--- config.mk ---
export PLATFORM = sky130hd
export DESIGN_NAME = program_loader
export DESIGN_NICKNAME = d
export VERILOG_FILES = /design/src/rtl/program_loader_pkg.sv /design/src/rtl/program_loader_byte_assembler.sv /design/src/rtl/program_loader.sv
export SDC_FILE = /design/constraint.sdc
export NUM_CORES = 1
export LEC_CHECK = 0
export ABC_AREA = 1
export BUFFER_PORTS_ARGS = -buffer_cell sky130_fd_sc_hd__buf_4
export CORE_UTILIZATION = 57
export DETAILED_ROUTE_END_ITERATION = 10
export GPL_TIMING_DRIVEN = 1
export PLACE_DENSITY_LB_ADDON = 0.15
export SLEW_MARGIN = 40
export SYNTH_ARGS = -nofsm -noshare
export SYNTH_HDL_FRONTEND = slang
export SYNTH_SLANG_ARGS = --single-unit
--- constraint.sdc ---
create_clock -name clk -period 2.45 [get_ports clk]
set_input_delay 0.245 -clock clk [delete_from_list [all_inputs] [get_ports clk]]
set_output_delay 0.245 -clock clk [all_outputs]
set_load 0.03 [all_outputs]
--- src/rtl/program_loader_pkg.sv ---
// program_loader_pkg: state encoding, default geometry and address helper for the boot loader.
package program_loader_pkg;
    typedef enum logic [2:0] {
        ST_IDLE,
        ST_LEN,
        ST_DATA,
        ST_WRITE,
        ST_CHK,
        ST_DONE,
        ST_ERR
    } state_t;
    localparam logic [31:0] DEF_BASE_ADDR = 32'd0;
    localparam int unsigned DEF_MAX_WORDS = 16384;
    localparam int          LANE_W        = 8;
    function automatic logic [31:0] word_addr(input logic [31:0] base, input logic [31:0] idx);
        return base + (idx << 2);
    endfunction
endpackage

--- src/rtl/program_loader_byte_assembler.sv ---
// byte_assembler: packs four strobed bytes little-endian into a word; word shows the value including the current byte.
module byte_assembler
    import program_loader_pkg::*;
(
    input  logic              clk,
    input  logic              rst,
    input  logic              clr,
    input  logic              strobe,
    input  logic [LANE_W-1:0] byte_in,
    output logic [31:0]       word,
    output logic              word_done
);
    logic [1:0]  lane_q, lane_d;
    logic [31:0] word_q, word_d;

    always_comb begin
        lane_d = clr ? 2'd0 : strobe ? lane_q + 2'd1 : lane_q;
        word_d = clr ? 32'd0 : strobe ? word : word_q;
    end

    always_ff @(posedge clk) begin
        if (rst) begin
            lane_q <= 2'd0;
            word_q <= 32'd0;
        end else begin
            lane_q <= lane_d;
            word_q <= word_d;
        end
    end

    assign word      = {byte_in, word_q[31:8]};
    assign word_done = strobe && lane_q == 2'd3;
endmodule

--- src/rtl/program_loader.sv ---
// program_loader: byte-serial boot loader writing a length-prefixed image to instruction memory, then pulsing start.
// Optional trailing XOR checksum byte is enabled by defining PROGRAM_LOADER_CHECKSUM_EN.
module program_loader
    import program_loader_pkg::*;
#(
    parameter int          word_size = 32,
    parameter logic [31:0] BASE_ADDR = DEF_BASE_ADDR,
    parameter int unsigned MAX_WORDS = DEF_MAX_WORDS
) (
    input  logic                 clk,
    input  logic                 rst,
    input  logic                 load_en,
    input  logic [LANE_W-1:0]    byte_in,
    input  logic                 byte_valid,
    output logic                 byte_ready,
    output logic [word_size-1:0] mem_address,
    output logic [word_size-1:0] mem_write_data,
    output logic                 mem_write,
    output logic                 start,
    output logic [word_size-1:0] start_address,
    output logic                 busy,
    output logic                 error
);
`ifdef PROGRAM_LOADER_CHECKSUM_EN
    localparam state_t TAIL = ST_CHK;
    logic [LANE_W-1:0] chk_q, chk_d;
`else
    localparam state_t TAIL = ST_DONE;
`endif
    state_t               state_q, state_d;
    logic                 ready_q, ready_d;
    logic [word_size-1:0] len_q, len_d, idx_q, idx_d, addr_q, addr_d, wdata_q, wdata_d;
    logic [31:0]          asm_word;
    logic                 asm_done, xfer;

    assign xfer = byte_valid && ready_q;

    byte_assembler u_asm (
        .clk      (clk),
        .rst      (rst),
        .clr      (state_q == ST_IDLE),
        .strobe   (xfer && (state_q == ST_LEN || state_q == ST_DATA)),
        .byte_in  (byte_in),
        .word     (asm_word),
        .word_done(asm_done)
    );

    always_ff @(posedge clk) begin
        if (rst) begin
            state_q <= ST_IDLE;
            ready_q <= 1'b0;
            len_q   <= '0;
            idx_q   <= '0;
            addr_q  <= '0;
            wdata_q <= '0;
`ifdef PROGRAM_LOADER_CHECKSUM_EN
            chk_q   <= '0;
`endif
        end else begin
            state_q <= state_d;
            ready_q <= ready_d;
            len_q   <= len_d;
            idx_q   <= idx_d;
            addr_q  <= addr_d;
            wdata_q <= wdata_d;
`ifdef PROGRAM_LOADER_CHECKSUM_EN
            chk_q   <= chk_d;
`endif
        end
    end

    always_comb begin
        state_d = state_q;
        len_d   = len_q;
        idx_d   = idx_q;
        addr_d  = addr_q;
        wdata_d = wdata_q;
`ifdef PROGRAM_LOADER_CHECKSUM_EN
        chk_d   = state_q == ST_IDLE ? '0 : (state_q == ST_DATA && xfer) ? chk_q ^ byte_in : chk_q;
`endif
        case (state_q)
            ST_IDLE:  state_d = load_en ? ST_LEN : ST_IDLE;
            ST_LEN:
                if (asm_done) begin
                    len_d   = asm_word;
                    idx_d   = '0;
                    state_d = asm_word == '0 ? TAIL : asm_word > 32'(MAX_WORDS) ? ST_ERR : ST_DATA;
                end
            ST_DATA:
                if (asm_done) begin
                    wdata_d = asm_word;
                    addr_d  = word_addr(BASE_ADDR, idx_q);
                    state_d = ST_WRITE;
                end
            ST_WRITE: begin
                idx_d   = idx_q + 32'd1;
                state_d = idx_q + 32'd1 == len_q ? TAIL : ST_DATA;
            end
`ifdef PROGRAM_LOADER_CHECKSUM_EN
            ST_CHK:   if (xfer) state_d = byte_in == chk_q ? ST_DONE : ST_ERR;
`endif
            ST_DONE:  state_d = ST_IDLE;
            ST_ERR:   state_d = ST_ERR;
            default:  state_d = ST_IDLE;
        endcase
        ready_d = state_d == ST_LEN || state_d == ST_DATA || state_d == ST_CHK;
    end

    always_comb begin
        mem_write     = state_q == ST_WRITE;
        start         = state_q == ST_DONE;
        start_address = state_q == ST_DONE ? BASE_ADDR : '0;
        busy          = state_q != ST_IDLE;
        error         = state_q == ST_ERR;
    end

    assign byte_ready     = ready_q;
    assign mem_address    = addr_q;
    assign mem_write_data = wdata_q;
endmodule
==> results of run 1 <==
cells by family (layout without fill, tap and decap cells):
logic type,Yosys count,in the layout
xor gates and xnor gates,9,9
other,1,34
and+or+nand+nor,518,518
AOI/OAI and AO/OA,240,240
buffers and inverters,168,240
DFF,156,156
adders and majority gates,2,2
power by group:
part / total, uW / leakage (uW) / switching, uW / internal, uW
clock: 2680 / 0.000295 / 1130 / 1550
combinational: 207 / 0.00221 / 165 / 42.3
sequential: 2550 / 0.00126 / 5.94 / 2540
per-layer routing:
| metal | vias up | GRT usage | part of all wire |
|---|---|---|---|
| li1 | 3669 | - | - |
| met1 | 3290 | 0.418 | 0.45 |
| met2 | 277 | 0.498 | 0.45 |
| met3 | 56 | 0.0493 | 0.055 |
| met4 | 0 | 0.173 | 0.042 |
| met5 | - | 0 | 0 |
worst reg2reg max path, cell delays in order, from the launching register on:
cell and delay, ps:
dfxtp_4 370, ha_4 160, nand2_4 70, nor2_4 190, buf_4 150, buf_4 100, nand3_1 80, nand2_2 90
nand2_1 50, nand2_1 60, nand2_1 60, nor2_1 120, nand3_1 90, nor2_1 120, nand3_2 140, a21oi_2 190
nand2_1 60, nand2_1 70, nor2_2 30
final cells by class:
| type | instances | area share |
|---|---|---|
| Multi-Input combinational cell | 803 | 0.423 |
| Inverter | 89 | 0.0369 |
| Sequential cell | 156 | 0.347 |
| Tap cell | 172 | 0.0238 |
| Clock inverter | 14 | 0.0178 |
| Timing Repair Buffer | 119 | 0.103 |
| Clock buffer | 18 | 0.0485 |
flip-flops by register name (all words and copies together), names as in the netlist:
register	flops
idx_q	32
len_q	32
mem_write_data	32
mem_address	30
u_asm.word_q	24
state_q	3
u_asm.lane_q	2
byte_ready	1
how the worst min path moves through the flow:
stage | startpoint | endpoint | slack (ps)
floorplan | byte_in[0] | mem_write_data[24] | 380
detailed placement | len_q[16] | len_q[16] | 460
finish | byte_in[3] | mem_write_data[27] | 80
global route | byte_in[2] | mem_write_data[26] | 80
global placement | len_q[7] | len_q[7] | 460
CTS | byte_in[7] | mem_write_data[31] | 70
cell usage after synthesis, types with 6 or more instances:
| master | instances |
|---|---|
| buf_4 | 34 |
| nand2_1 | 238 |
| nor2_4 | 8 |
| buf_2 | 6 |
| a21oi_1 | 119 |
| o21ai_0 | 117 |
| nand2_2 | 8 |
| clkbuf_1 | 38 |
| nand3_1 | 97 |
| nor2_1 | 144 |
| dfxtp_1 | 156 |
| inv_1 | 86 |
through the flow:
stage / utilization / std cells
6_report: 0.715 / 1371
3_3_place_gp: 0.652 / 1335
5_1_grt: 0.715 / 1371
4_1_cts: 0.700 / 1368
3_5_place_dp: 0.652 / 1335
2_1_floorplan: - / 1127
timing repair:
| action | CTS | global route |
|---|---|---|
| setup endpoints to repair | 1 | 4 |
| setup buffers | 1 | 3 |
| pin swaps | 2 | 10 |
| gates resized for setup | 1 | 54 |
| gates cloned | 0 | 0 |
==> results.yml, run 1 <==
run_status:
  run_status: "completed"
hold_path:
  hold_path_depth: 3
  worst_min_delay_path_category: "in2reg"
setup_path:
  critPathTopFamily: "simple AND/OR/NAND/NOR gates"
  cp_data_required_time_ps: 2780
  worst_setup_path_end_kind: "flip-flop"
  r2r_slack_ps: 140
  crit_path_top_delay_cell: "dfxtp_4"
  timing.rr.start: "idx_q[0]"
  path_depth: 18
  worst_r2r_path_depth: 18
  timing.critical_path.arrival_ps: 2640
  worst-setup-path-type: "reg2reg"
  critPathLaunchType: "flip-flop"
  critical_path_buf_inv_count: 2
  worstPathMaxFanout: 6
  crit_path_max_incr_delay_ps: 370
  startpoint: "idx_q[0]"
  critical_path_sink: "byte_ready"
  reg2reg_to: "byte_ready"
  critical-path-top-cell-by-count: "nand2_1"
  worstPathCellList: "ha_4 -> nand2_4 -> nor2_4 -> buf_4 -> buf_4 -> nand3_1 -> nand2_2 -> nand2_1 -> nand2_1 -> nand2_1 -> nor2_1 -> nand3_1 -> nor2_1 -> nand3_2 -> a21oi_2 -> nand2_1 -> nand2_1 -> nor2_2"
detailed_routing:
  total_wirelength_of_the_detailed_routed_design_um: 20500
  drt_first_pass_iters: 5
  via_count: 7292
  drcViolationCount: 0
  detail_route.iter0.violations: 484
  antenna_violating_nets_remaining: 0
  vias_per_cell: 5.32
  post_drt_wl_per_cell_um: 15.0
floorplanning:
  io_pins: 113
  chip_width_um: 116
  num_rows: 41
  core_sq_um: 12700
  die-area_sq_um: 13500
  start_util: 0.588
  die_h_um: 116
logic_synthesis:
  synth_compound_gate_area_share: 0.162
  synth-edff-count: 0
  synth.yosys.seq_area_share: 0.419
  synth-simple-area-share: 0.296
  netlist_area_sq_um: 7450
  synth_top_cell_by_area: "dfxtp_1"
  syn_avg_cell_area_sq_um: 6.81
  synth_top_area_share: 0.419
  ys_seq_elements: 156
  most_common_flop_cell_mapped_by_yosys: "dfxtp_1"
  yosys_warnings: 0
  main_combinational_cell_family_by_area_after_synthesis: "simple AND/OR/NAND/NOR gates"
  syn-instance-count: 1094
  post_synth_xor_area_fraction: 0.0161
  post_synth_main_area_contributors: "dfxtp_1, nand2_1, a21oi_1, o21ai_0, nor2_1"
  synthMuxAreaShare: 0
  synthArstFlopShare: 0
  synthesized_area_fraction_occupied_by_adder_cells: 0.00336
  yosysUniqueCellTypes: 31
timing:
  hold_ws_ps: 77.5
  worst_clock_skew_ps: 8.10
  final.period_utilization: 0.943
  finalHoldViolations: 0
  layout_setup_ws_ps: 140
  timing.setup.tns_ps: 0
  finalMaxSlewViolations: 0
  finalSetupViolCount: 0
  fin_crit_ps: 2310
  worst_margin_pin_slew_ps: 510
  max_slew_margin: 0.656
  fmax_mhz: 433
clocking:
  clk-insertion-delay-late_ps: 440
  root_buffer: "clkbuf_16"
  cts-htree-levels: 4
  cts.clk_slew.worst_paths_ps: 70
  buffers_from_clock_root_to_sink_at_most: 2
  cts.sink_count: 156
  numCtsBuffers: 17
  ctsHoldBuffers: 0
  tritoncts: "built"
finish:
  layout-drive-gt1-share: 0.187
  design.final.nets: 1200
  layout-area-overhead-vs-synth_pct: 21.5
  num-fill-cells: 1107
  final_area_sq_um: 9050
  leading_cell_types_in_the_layout_fill_and_taps_excluded: "nand2_1, dfxtp_1, nor2_1"
  register_area_sq_um: 3140
  antenna-diode-count: 0
  multiInputGateArea_sq_um: 3830
  layout.cells.most_common: "nand2_1"
power_and_ir_drop:
  power-per-cell-area_nw_per_um2: 600
  total_power_uw: 5430
  peakVddDrop_v: 0.000421
  cellLeakagePower_uw: 0.00377
global_route:
  gr-usage-all-layers: 0.317
  largest_net_degree_at_the_start_of_global_routing: 100
  congestion_overflow_gr: 0
  antenna_found_initial: 0
  grt_pass1_wl_um: 32400
  grt_pass1_vias: 6568
placed_design:
  placement.cell_area_sq_um: 8260
  place_congestion: 0.959
  placement_setup_slack_ps: 6.58
  port-buffer-count: 78
  detailedPlacementHpwl_um: 14600
job:
  drv.max_cap_violation_count: 0
No activity file was read; power rests on OpenSTA's default activity.
==> run 2: changes to the inputs <==
--- a/config.mk
+++ b/config.mk
@@ -7,8 +7,10 @@
 export LEC_CHECK = 0
 export ABC_AREA = 1
 export BUFFER_PORTS_ARGS = -buffer_cell sky130_fd_sc_hd__buf_4
-export CORE_UTILIZATION = 57
+export CORE_UTILIZATION = 59
+export CTS_BUF_LIST = sky130_fd_sc_hd__clkbuf_2
 export DETAILED_ROUTE_END_ITERATION = 10
+export GPL_ROUTABILITY_DRIVEN = 1
 export GPL_TIMING_DRIVEN = 1
 export PLACE_DENSITY_LB_ADDON = 0.15
 export SLEW_MARGIN = 40
==> results.yml, run 2 (synthesis gave the netlist of run 1 again) <==
timing:
  final.period_utilization: 0.973
  finalSetupViolCount: 0
  timing.setup.tns_ps: 0
  fin_crit_ps: 2380
  finalHoldViolations: 0
  grt_setup_unrepaired: "yes"
  fmax_mhz: 420
  worst_clock_skew_ps: 49.0
  worst_margin_pin_slew_ps: 745
  hold_ws_ps: 57.5
  max_slew_margin: 0.502
  finalMaxSlewViolations: 0
floorplanning:
  die_h_um: 114
  io_pins: 113
  core_sq_um: 12200
  chip_width_um: 114
  start_util: 0.613
  die-area_sq_um: 13100
  num_rows: 40
setup_path:
  worst-setup-path-type: "reg2reg"
  critPathLaunchType: "flip-flop"
  crit_path_max_incr_delay_ps: 440
  startpoint: "idx_q[0]"
  reg2reg_to: "state_q[1]"
  critical-path-top-cell-by-count: "nand2_1"
  worst_r2r_path_depth: 17
  critPathTopFamily: "simple AND/OR/NAND/NOR gates"
  worstPathMaxFanout: 6
  r2r_slack_ps: 70
  timing.critical_path.arrival_ps: 3060
  crit_path_top_delay_cell: "dfxtp_4"
  critical_path_buf_inv_count: 1
  worst_setup_path_end_kind: "flip-flop"
  timing.rr.start: "idx_q[0]"
  cp_data_required_time_ps: 3130
  worstPathCellList: "ha_4 -> nand2_4 -> nor2_4 -> nand2_2 -> nand2_1 -> nand2_1 -> nand2_1 -> nand2_1 -> nor2_1 -> nand2_1 -> nor2_1 -> nand2_1 -> nor2_1 -> nand3_2 -> a21oi_2 -> buf_4 -> nor2_1"
detailed_routing:
  antenna_violating_nets_remaining: 0
  vias_per_cell: 5.37
  via_count: 7399
  total_wirelength_of_the_detailed_routed_design_um: 20200
  drcViolationCount: 0
  post_drt_wl_per_cell_um: 14.6
  detail_route.iter0.violations: 621
  drt_first_pass_iters: 8
hold_path:
  hold_start: "byte_valid"
  hold_path_depth: 5
  worst_min_delay_path_category: "in2reg"
  hold_end: "u_asm.word_q[19]"
run_status:
  run_status: "completed"
placed_design:
  place_congestion: 0.930
  port-buffer-count: 78
  placement.cell_area_sq_um: 8220
  detailedPlacementHpwl_um: 14000
power_and_ir_drop:
  p_sw_uw: 1170
  sequentialPowerShare: 0.571
  netSwitchingFraction: 0.263
  pwr-share-clk: 0.381
  peakVddDrop_v: 0.000523
  power.combinational.fraction: 0.048
  power-per-cell-area_nw_per_um2: 506
  p_int_uw: 3290
  cellLeakagePower_uw: 0.00369
finish:
  num-fill-cells: 1055
  layout.cells.most_common: "nand2_1"
  antenna-diode-count: 0
  final_area_sq_um: 8840
  layout-area-overhead-vs-synth_pct: 18.6
  leading_cell_types_in_the_layout_fill_and_taps_excluded: "nand2_1, dfxtp_1, nor2_1"
  design.final.nets: 1212
  layout-drive-gt1-share: 0.179
  layout.core_utilization: 0.727
clocking:
  cts.clk_slew.worst_paths_ps: 240
  clk-insertion-delay-late_ps: 800
  tritoncts: "built"
  numCtsBuffers: 17
  cts-htree-levels: 4
  buffers_from_clock_root_to_sink_at_most: 2
  root_buffer: "clkbuf_2"
  cts.sink_count: 156
global_route:
  largest_net_degree_at_the_start_of_global_routing: 100
  gr-usage-all-layers: 0.312
  grt_pass1_wl_um: 31300
  grt_pass1_vias: 6413
  congestion_overflow_gr: 0
  antenna_found_initial: 0
job:
  drv.max_cap_violation_count: 0
==> run 2: cell types whose count changed in the layout (fill, tap and decap cells not counted), sizes merged <==
cell         previous run  this run
clkbuf                 18        17
bufinv                  2         4
dlygate4sd3             0        11
inv                    93        92
clkinvlp                1         3
clkinv                  7         5
buf                   119       120
==> run 2: layer usage <==
layer / global-route usage / part of all wire / vias to the layer above
met4: 0.114 / 0.025 / 0
li1: - / - / 3692
met2: 0.524 / 0.47 / 324
met3: 0.0561 / 0.081 / 47
met5: 0 / 0 / -
met1: 0.400 / 0.42 / 3336
==> run 2: repair_timing <==
item | 4_1_cts | 5_1_grt
buffers inserted | 0 | 12
cloned | 0 | 0
gates resized for setup | 3 | 38
hold endpoints to repair | 63 | 0
pin swaps | 0 | 16
setup endpoints to repair | 1 | 4
hold buffers | 11 | 0
==> run 2: power groups by stage <==
stage | logic [uW] | clock network (uW) | registers [uW]
after floorplan | 184 | 0 | 2600
after global placement | 196 | 0 | 2600
after detailed placement | 198 | 0 | 2600
after CTS | 211 | 1710 | 2560
after global routing | 231 | 1820 | 2560
final | 214 | 1700 | 2550
==> run 2: stage by stage <==
step	power (uW)	setup slack, ps	cells
2_1_floorplan	2790	324	1127
5_1_grt	4610	-55.7	1379
3_3_place_gp	2800	60.8	1324
3_5_place_dp	2800	-55.0	1324
4_1_cts	4470	6.87	1367
6_report	4470	66.5	1379
==> run 2: worst max path at each step <==
stage                       endpoint  slack (ps)  cells past startpoint
after floorplan           byte_ready         320                     18
after global placement    byte_ready          60                     16
after CTS                 byte_ready           7                     16
after detailed placement  byte_ready         -60                     16
after global routing      byte_ready         -60                     18
final                     state_q[1]          70                     17
==> run 2: area by class of cell <==
type / count / area [sq um] / area share
clock inverter: 15 / 211 / 0.0239
sequential: 156 / 3150 / 0.356
tap: 168 / 210 / 0.0238
timing repair buffer: 131 / 1080 / 0.122
clock buffer: 17 / 85.1 / 0.00963
inverter: 89 / 338 / 0.0382
multi-input combinational: 803 / 3770 / 0.426
==> run 2: tightest hold or removal path, cell delays in order <==
cell and delay, ps:
buf_4 80, nand3_1 100, inv_2 70, buf_4 230, a21oi_1 90
==> run 3: changes to the inputs <==
--- a/config.mk
+++ b/config.mk
@@ -6,7 +6,8 @@
 export NUM_CORES = 1
 export LEC_CHECK = 0
 export ABC_AREA = 1
-export BUFFER_PORTS_ARGS = -buffer_cell sky130_fd_sc_hd__buf_4
+export BUFFER_PORTS_ARGS = -buffer_cell sky130_fd_sc_hd__buf_2
+export CAP_MARGIN = 20
 export CORE_UTILIZATION = 59
 export CTS_BUF_LIST = sky130_fd_sc_hd__clkbuf_2
 export DETAILED_ROUTE_END_ITERATION = 10
==> results.yml, run 3 (synthesis gave the netlist of run 1 again) <==
run_status:
  run_status: "completed"
timing:
  max_slew_margin: 0.646
  worst_clock_skew_ps: 44.0
  final.period_utilization: 0.976
  layout_setup_ws_ps: 57.8
  fin_crit_ps: 2390
  worst_margin_pin_slew_ps: 531
  finalSetupViolCount: 0
  grt_setup_unrepaired: "yes"
  fmax_mhz: 418
  finalMaxSlewViolations: 0
  hold_ws_ps: 61.7
  finalHoldViolations: 0
finish:
  layout.cells.most_common: "nand2_1"
  layout-area-overhead-vs-synth_pct: 14.1
  layout.core_utilization: 0.699
  num-fill-cells: 1108
  leading_cell_types_in_the_layout_fill_and_taps_excluded: "nand2_1, dfxtp_1, nor2_1"
  layout-drive-gt1-share: 0.166
  final_area_sq_um: 8500
  design.final.nets: 1211
clocking:
  buffers_from_clock_root_to_sink_at_most: 2
  tritoncts: "built"
  cts-htree-levels: 4
  root_buffer: "clkbuf_2"
  cts.clk_slew.worst_paths_ps: 250
  cts.sink_count: 156
  clk-insertion-delay-late_ps: 750
  numCtsBuffers: 17
detailed_routing:
  total_wirelength_of_the_detailed_routed_design_um: 20000
  drt_first_pass_iters: 5
  met1_length_um: 9180
  maxUsedRoutingLayer: "met4"
  vias_per_cell: 5.29
  antenna_violating_nets_remaining: 0
  met2_length_um: 9130
  post_drt_wl_per_cell_um: 14.5
  drcViolationCount: 0
  routed-wl-met3_um: 1210
  detail_route.iter0.violations: 435
  via_count: 7296
placed_design:
  placement.cell_area_sq_um: 8060
  place_congestion: 0.954
  placement_setup_slack_ps: -16.7
  detailedPlacementHpwl_um: 14600
  port-buffer-count: 78
global_route:
  congestion_overflow_gr: 0
  largest_net_degree_at_the_start_of_global_routing: 68
  antenna_found_initial: 0
  grt_pass1_vias: 6511
  grt_pass1_wl_um: 32400
  gr-usage-all-layers: 0.319
setup_path:
  critPathLaunchType: "flip-flop"
  timing.critical_path.arrival_ps: 3070
  r2r_slack_ps: 60
  worstPathMaxFanout: 4
  worst-setup-path-type: "reg2reg"
  cp_data_required_time_ps: 3130
  worst_setup_path_end_kind: "flip-flop"
floorplanning:
  io_pins: 113
  core_sq_um: 12200
  die-area_sq_um: 13100
  die_h_um: 114
  chip_width_um: 114
  start_util: 0.613
  num_rows: 40
job:
  drv.max_cap_violation_count: 0
hold_path:
  worst_min_delay_path_category: "in2reg"
power_and_ir_drop:
  power-per-cell-area_nw_per_um2: 488
  peakVddDrop_v: 0.000408
  cellLeakagePower_uw: 0.00364
[run 3: cell types whose count changed in the layout (fill, tap and decap cells not counted), sizes merged]
cell / before / now
bufinv: 4 / 1
inv: 92 / 93
diode: 0 / 1
clkinv: 5 / 6
clkbuf: 17 / 18
dlygate4sd3: 11 / 10
[run 3: metal layers]
metal	up-vias	global-route usage
met5	-	0
met3	37	0.0556
met4	0	0.115
met2	280	0.523
met1	3279	0.424
li1	3700	-
[run 3: metrics by stage]
| stage | total power [uW] | std cells | TNS, ps |
|---|---|---|---|
| 6_report | 4150 | 1379 | 0 |
| 5_1_grt | 4290 | 1378 | -119 |
| 4_1_cts | 4160 | 1374 | 0 |
| 3_5_place_dp | 2800 | 1331 | -16.7 |
| 3_3_place_gp | 2800 | 1331 | 0 |
| 2_1_floorplan | 2790 | 1127 | 0 |
[run 3: critical path, cell delays in order, from the launching register on]
cell and delay [ps]:
dfxtp_2 410, ha_2 210, nand2_2 100, nor2_4 170, buf_4 130, nand3b_1 180, o21ai_1 250, a21oi_1 90
nor2_1 110, nand2_1 70, nor2_1 120, nand3_2 150, a21oi_2 170, nand2_1 70, nand2_1 70, nor2_2 30
[run 3: report_power, final]
group / internal [uW] / switching (uW) / total [uW]
clock network: 393 / 989 / 1380
logic: 46.1 / 166 / 212
registers: 2550 / 5.89 / 2560
[run 3: final cells by class]
| class | instances | area [sq um] | share of cell area |
|---|---|---|---|
| multi-input combinational | 803 | 3740 | 0.440 |
| sequential | 156 | 3140 | 0.369 |
| timing repair buffer | 130 | 851 | 0.100 |
| inverter | 89 | 338 | 0.0397 |
| tap | 168 | 210 | 0.0247 |
| clock inverter | 14 | 134 | 0.0157 |
| clock buffer | 18 | 90.1 | 0.0106 |
| antenna | 1 | 2.50 | 0.000294 |
[run 3: timing repair]
action	CTS	global route
buffers inserted	1	4
hold endpoints to repair	48	0
hold buffers	10	0
gates resized for setup	2	26
endpoints found under the setup margin	1	18
pin swaps	1	4
[run 3: path summary, 6_finish.rpt]
path | start | endpoint | cells after the start
hold reg to reg | len_q[17] | len_q[17] | 2
hold / removal | byte_valid | u_asm.word_q[19] | 5
setup reg to reg | idx_q[0] | byte_ready | 15
setup / recovery | idx_q[0] | byte_ready | 15
